**src/rtl/sound_ram_player.sv**
```systemverilog
// Playback reader: walks sound_ram over a latched [lo,hi] range and streams samples out.
// Latency: start -> sample_valid after 2 edges; 3 cycles/sample at best; holds sample while !sample_ready.
module sound_ram_player #(
  parameter int ADDR_W = 16,
  parameter int DATA_W = 24,
  parameter int DEPTH  = 65
) (
  input  logic              clk,
  input  logic              reset_n,
  input  logic              start,
  input  logic              stop,
  input  logic              loop_en,
  input  logic [ADDR_W-1:0] start_addr,
  input  logic [ADDR_W-1:0] end_addr,
  output logic [ADDR_W-1:0] ram_addr,
  output logic              ram_we,
  input  logic [DATA_W-1:0] ram_rdata,
  output logic [DATA_W-1:0] sample_out,
  output logic              sample_valid,
  input  logic              sample_ready,
  output logic              busy,
  output logic              done,
  output logic              err
);

  localparam logic [ADDR_W-1:0] LAST = ADDR_W'(DEPTH - 1);

  typedef enum logic [1:0] {IDLE, ADDR, DATA, OUT} state_t;

  state_t              state, state_nxt;
  logic [ADDR_W-1:0]   ptr, ptr_nxt, lo, lo_nxt, hi, hi_nxt, ram_addr_nxt, end_eff;
  logic [DATA_W-1:0]   sample_nxt;
  logic                valid_nxt, done_nxt, err_nxt;

  assign ram_we  = 1'b0;
  assign busy    = (state != IDLE);
  assign end_eff = (end_addr > LAST) ? LAST : end_addr;

  always_ff @(posedge clk or negedge reset_n) begin
    if (!reset_n) state <= IDLE;
    else          state <= state_nxt;
  end

  always_comb begin
    state_nxt    = state;
    ptr_nxt      = ptr;
    lo_nxt       = lo;
    hi_nxt       = hi;
    ram_addr_nxt = ram_addr;
    sample_nxt   = sample_out;
    valid_nxt    = sample_valid;
    done_nxt     = 1'b0;
    err_nxt      = 1'b0;
    case (state)
      IDLE: begin
        // stop in the same cycle suppresses the start entirely
        if (start && !stop) begin
          if (start_addr > end_eff) begin
            err_nxt = 1'b1;
          end else begin
            lo_nxt       = start_addr;
            hi_nxt       = end_eff;
            ptr_nxt      = start_addr;
            ram_addr_nxt = start_addr;
            state_nxt    = ADDR;
          end
        end
      end
      ADDR: state_nxt = stop ? IDLE : DATA;
      DATA: begin
        if (stop) begin
          state_nxt = IDLE;
        end else begin
          sample_nxt = ram_rdata;
          valid_nxt  = 1'b1;
          state_nxt  = OUT;
        end
      end
      OUT: begin
        if (sample_ready) begin
          valid_nxt = 1'b0;
          if (stop) begin
            state_nxt = IDLE;
          end else if (ptr != hi) begin
            ptr_nxt      = ptr + 1'b1;
            ram_addr_nxt = ptr + 1'b1;
            state_nxt    = ADDR;
          end else if (loop_en) begin
            ptr_nxt      = lo;
            ram_addr_nxt = lo;
            state_nxt    = ADDR;
          end else begin
            done_nxt  = 1'b1;
            state_nxt = IDLE;
          end
        end else if (stop) begin
          valid_nxt = 1'b0;
          state_nxt = IDLE;
        end
      end
      default: state_nxt = IDLE;
    endcase
  end

  always_ff @(posedge clk or negedge reset_n) begin
    if (!reset_n) begin
      ptr          <= '0;
      lo           <= '0;
      hi           <= '0;
      ram_addr     <= '0;
      sample_out   <= '0;
      sample_valid <= 1'b0;
      done         <= 1'b0;
      err          <= 1'b0;
    end else begin
      ptr          <= ptr_nxt;
      lo           <= lo_nxt;
      hi           <= hi_nxt;
      ram_addr     <= ram_addr_nxt;
      sample_out   <= sample_nxt;
      sample_valid <= valid_nxt;
      done         <= done_nxt;
      err          <= err_nxt;
    end
  end

endmodule

```
**config.mk**
```make
export PLATFORM = sky130hd
export DESIGN_NAME = sound_ram_player
export DESIGN_NICKNAME = d
export VERILOG_FILES = /design/src/rtl/sound_ram_player.sv
export SDC_FILE = /design/constraint.sdc
export NUM_CORES = 1
export LEC_CHECK = 0
export ABC_AREA = 0
export BUFFER_PORTS_ARGS = -buffer_cell sky130_fd_sc_hd__buf_2
export CAP_MARGIN = 10
export CORE_UTILIZATION = 39
export CTS_BUF_LIST = sky130_fd_sc_hd__clkbuf_8 sky130_fd_sc_hd__clkbuf_16
export DETAILED_ROUTE_END_ITERATION = 8
export GPL_ROUTABILITY_DRIVEN = 0
export PLACE_DENSITY = 0.6
export SYNTH_ARGS = -nofsm -noshare
export SYNTH_HDL_FRONTEND = slang
export SYNTH_SLANG_ARGS = --single-unit
export TNS_END_PERCENT = 30
```
**constraint.sdc**
```tcl
create_clock -name clk -period 2.4 [get_ports clk]
set_clock_uncertainty 0.1 [all_clocks]
set_input_delay 0.48 -clock clk [delete_from_list [all_inputs] [get_ports clk]]
set_output_delay 0.48 -clock clk [all_outputs]
set_load 0.05 [all_outputs]
```
* After elaboration in Yosys (flattened, before gate mapping)
Cells that the tools add are included.
Storage, ports and cells: register bits 77, output and inout port bits 45
Cells by class: add/sub/neg operators 1, magnitude comparators 2, eq/ne operators 11, muxes and demuxes 30, bitwise gates (word level) 2, reduce and logical (&&, ||, !) cells 11
Operators with widths (number):
- two-way mux 16 bit | 7
- one-hot mux 16 bit (2 select lines) | 1
- adder 16 x 1 -> 16 bit, second input constant | 1
- > comparator 16 bit | 1
- > comparator 16 x 7 -> 1 bit, second input constant | 1
- != test 16 bit | 1
- two-way mux 1 bit | 14
- two-way mux 2 bit | 6
- != test 2 bit, second input constant | 5
- AND reduction 3 bit | 3
- one-hot mux 2 bit (4 select lines) | 1
- != test 3 bit, second input constant | 2
- AND reduction 6 bit | 1
- nonzero test 2 bit | 3
- == test 2 bit, second input constant | 2
- == test 2 x 1 -> 1 bit, second input constant | 1
- zero test 2 bit | 1
- inverter 1 bit | 2
- one-hot mux 1 bit (2 select lines) | 1
- AND reduction 2 bit | 1
- logical AND 1 bit | 1
- zero test 1 bit | 1

* Longest topological paths before layout
word-level depth 6, gate-level depth with buffers 12

* Worst setup path before layout
Ideal clock, no wire load.
path kind input-to-reg, start in end_addr[13], end reg ptr[7], arrival time 2995 ps, slack -821 ps, stages 12, buffers on the path 1, cells stage by stage nor4_1 > nand3_1 > a21oi_1 > nand2_1 > ha_1 > a21o_1 > nand3_1 > a2111oi_0 > or4_4 > nand3_4 > buf_12 > mux2_4
Between the ends: cells in the longest elaborated chain, start to end 5
RTL lines:
- from (decl) | line 14 | input logic [ADDR_W-1:0] end_addr,
- > comparator 16 x 7 -> 1 bit | line 37 | assign end_eff = (end_addr > LAST) ? LAST : end_addr;
- two-way mux 16 bit (*) | line 37
- > comparator 16 bit (*) | line 58 | if (start_addr > end_eff) begin
- != test 2 bit (no line) (*)
- AND reduction 6 bit (no line) (*)
- to (signal assigned) | line 116 | ptr <= ptr_nxt;
- to (decl) | line 31 | logic [ADDR_W-1:0] ptr, ptr_nxt, lo, lo_nxt, hi, hi_nxt, ram_addr_nxt, end_eff;
Mark *: on every way between the ends. The rest lies on a longest branch, timed or not. A chain may end at the register's enable or synchronous reset.

* Worst setup path in the final report
start in end_addr[5], end reg hi[1]
Between the ends: cells in the longest elaborated chain, start to end 5
RTL lines:
- > comparator 16 x 7 -> 1 bit | line 37
- two-way mux 16 bit (*) | line 37
- > comparator 16 bit | line 58
- inverter 1 bit (no line)
- AND reduction 3 bit (no line)
- to (signal assigned) | line 118 | hi <= hi_nxt;
- to (decl) | line 31
Marks and branches as above.

==> results.txt <==
----------------------------------------------------
[Clock network]
  Number of levels in the clock H-tree ... 3
  Clock buffer depth ... 2
  Insertion delay of the later-clocked pin in the worst-skew pair ... between 0.3 and 0.4 ns
  Count of clock tree sinks ... 77
  Number of buffers created by CTS ... 9
  Clock tree root driver cell ... clkbuf_8
  Number of hold-repair buffers added at the cts stage ... 0
  CTS tree ... built
  Clock Pin Slew Worst Setup and Hold Paths ... 0.08 ns

[STA]
  Final clock period utilization by the worst path ... 1.29
  Final Hold Viols ... 1
  Worst Hold Margin ... -0.000332 ns
  Number of setup violations in the final report ... 50
  Slew Limit Fails ... 0
  Slew at the pin closest to its max-slew limit ... 0.520 ns
  Unrepaired setup endpoints after global routing ... true
  Relative slew slack ... 0.653
  F_max ... 324 MHz
  Post-layout min period ... about 3.1 ns
  Post-route setup slack ... -0.687 ns

[Synthesis]
  Synthesized instance count ... between 300 and 400
  Most common cell in the synthesized netlist ... dfrtp_1
  Share of the yosys chip area belonging to registers ... 0.451
  Synth Flop Type ... dfrtp_1
  Syn_area_per_cell ... 11.5 um2
  Largest area contributor in the synthesized netlist ... dfrtp_1
  Library cells used by synthesis ... 45
  Register bit count reported by yosys ... between 70 and 80
  Post-synth ARST share ... 1.00
  Yosys top cell area share ... 0.451
  Yosys synthesis warning count ... 0
  Combined area of all synthesized cells ... around 4300 um2
  Post-synth EDFFs ... 0
  Synth top area cells ... dfrtp_1, mux2_2, mux2_4, ha_1, mux2i_1
  Ranking of synthesized cells by instance count ... dfrtp_1, nand2_1, mux2_2

[Die]
  Height of the die ... ~110 um
  Die Width ... 107 um
  Core Area ... 10,500 um2
  DIE AREA ... 11,400 um2
  Top-level I/O count ... 107
  Starting density of the core ... 0.408
  Count of standard-cell rows ... 37

[Job]
  Maxcap violations ... 0

[Global routing]
  Largest net degree at the start of global routing ... 40
  Met3 Resource Use GR ... 0.0286
  Busiest layer in global routing ... met2
  Initial antenna violation count ... 0
  Wire length of the first global-routing pass ... 18.0 mm
  Met1 routing resource usage after global routing ... 0.260
  Number of global-route vias before repair ... 3,693
  Global-route usage over all layers ... 0.207
  Gr ovfl total ... 0
  Met2 track demand over resource in global routing ... 0.361

[Setup path]
  CP startpoint kind ... primary input
  Largest driver fanout on the critical path ... 4
  Critical path class ... in -> reg
  Endpoint arrival time on the critical path ... roughly 3.3 ns
  Data required time of the critical path ... ~2.6 ns
  Capturing element type of the critical path ... flop

[Power and ir drop]
  Maximum VDD drop ... 0.562 mV
  Total power density per cell area ... around 1100 nW/um2
  Power Total ... approximately 0.0068 W
  LEAKAGE ... 3.08 nW

[Placement]
  DP Area ... 5420 um2
  HPWL after detailed placement ... 8.00 mm
  # port buffers ... 105

[Finish]
  Nets@finish ... 644
  Post-route cell area ... 6040 um2
  Area grow syn2layout ... 41.4%
  Number of antenna diodes ... 0
  Final core occ ... 0.577
  Share of post-route cells with drive strength above 1 ... 0.503

[Route]
  Post-route antenna net violation count ... 0
  First-iteration detailed-routing DRC count ... 125
  Length of the first detailed-routing pass in iterations ... 4
  Total number of vias ... 3,496
  # DRC ... 0
  Average wire length per cell after detail routing ... 15.7 um
  Post-detailed-route via-to-cell ratio ... 4.96
  Total wire length after detailed routing ... around 11 mm

[Run status]
  Violations in the final reports ... negative hold slack, negative setup slack
  Run status ... finished, violations left

[Min path]
  Hold WC Path Type ... in -> async

----------------------------------------------------
## path summary, 6_finish.rpt
kind / startpoint / to / slack, ns / cells after the start
worst max-delay path: end_addr[5] / hi[1] / -0.69 / 22
worst min-delay path: reset_n / lo[4] / -0.0003 / 1
worst max register to register: hi[3] / ptr[3] / 0.07 / 7
worst min register to register: sample_out[13] / sample_out[13] / 0.40 / 1
max in group asynchronous: reset_n / sample_out[22] / 1.62 / 2
min in group clk: loop_en / done / 0.22 / 2
## worst max-delay path, stage by stage
cell and delay, ns:
buf_6 0.10, nor4_4 0.26, nand2_1 0.13, a21oi_4 0.23
nand2_2 0.11, buf_4 0.14, buf_4 0.12, buf_4 0.12
buf_4 0.12, buf_4 0.12, buf_4 0.12, buf_4 0.12
buf_4 0.12, buf_4 0.12, buf_6 0.10, buf_6 0.10
buf_6 0.10, buf_6 0.10, buf_6 0.10, buf_6 0.10
buf_4 0.11, mux2i_1 0.12
## cell families after synthesis
| kind of cell | share of synthesized area |
|---|---|
| AO/OA/AOI/OAI | 0.0536 |
| XOR/XNOR | 0.0574 |
| adder cells (fa/ha/maj) | 0.0498 |
| buffers and inverters | 0.0384 |
| flip-flops | 0.451 |
| multiplexers | 0.215 |
| other | 0.00176 |
| AND/OR/NAND/NOR | 0.134 |
## registers in the layout (all words and copies together) (netlist names)
register and count:
sample_out 24, hi 16, lo 16, ptr 16, state 2, done 1
err 1, sample_valid 1
## layout by cell type, fill, tap and decap left out, types with 3 or more instances in the layout
master,instances
a21oi_1,5
and2_1,5
and3_1,11
and4_1,3
buf_12,4
buf_2,100
buf_4,71
buf_6,15
clkbuf_8,10
clkinv_2,4
conb_1,10
dfrtp_1,77
ha_1,14
ha_4,3
inv_1,10
mux2_2,24
mux2_4,32
mux2i_1,20
nand2_1,35
nand3_1,6
nand4_1,7
nor2_1,8
nor3_1,4
nor4_1,7
nor4_2,3
o21ai_0,18
xnor2_1,8
xor2_1,20
## timing repair
item | 4_1_cts | 5_1_grt
setup endpoints to repair | 50 | 50
buffers inserted | 22 | 0
resized for setup | 28 | 19
pin swaps | 9 | 10
gates cloned | 2 | 0
## metrics by stage
step / setup TNS [ns] / instances / setup WS, ns
2_1_floorplan: -28.39 / 379 / -0.675
3_3_place_gp: -45.89 / 666 / -1.02
3_5_place_dp: -48.05 / 666 / -1.06
4_1_cts: -30.27 / 705 / -0.681
5_1_grt: -34.10 / 705 / -0.771
6_report: -28.19 / 705 / -0.687
## final cells by class
type	count	area, um2
inverter	10	37.5
multi-input combinational	274	2390
clock inverter	5	27.5
fill	939	4420
timing repair buffer	193	1350
clock buffer	10	138
tap	136	170
sequential	77	1930
## where the power goes
part,switching [W],internal [W]
sequential,0.000308,0.00181
clock,0.000473,0.000391
combinational,0.00234,0.00147
total,0.00312,0.00367
## layer usage
layer / share of wire / vias to the layer above
li1: - / 1702
met1: 0.44 / 1712
met2: 0.52 / 68
met3: 0.029 / 14
met4: 0.015 / 0
met5: 0 / -
Power figures use the tool's default switching activity.
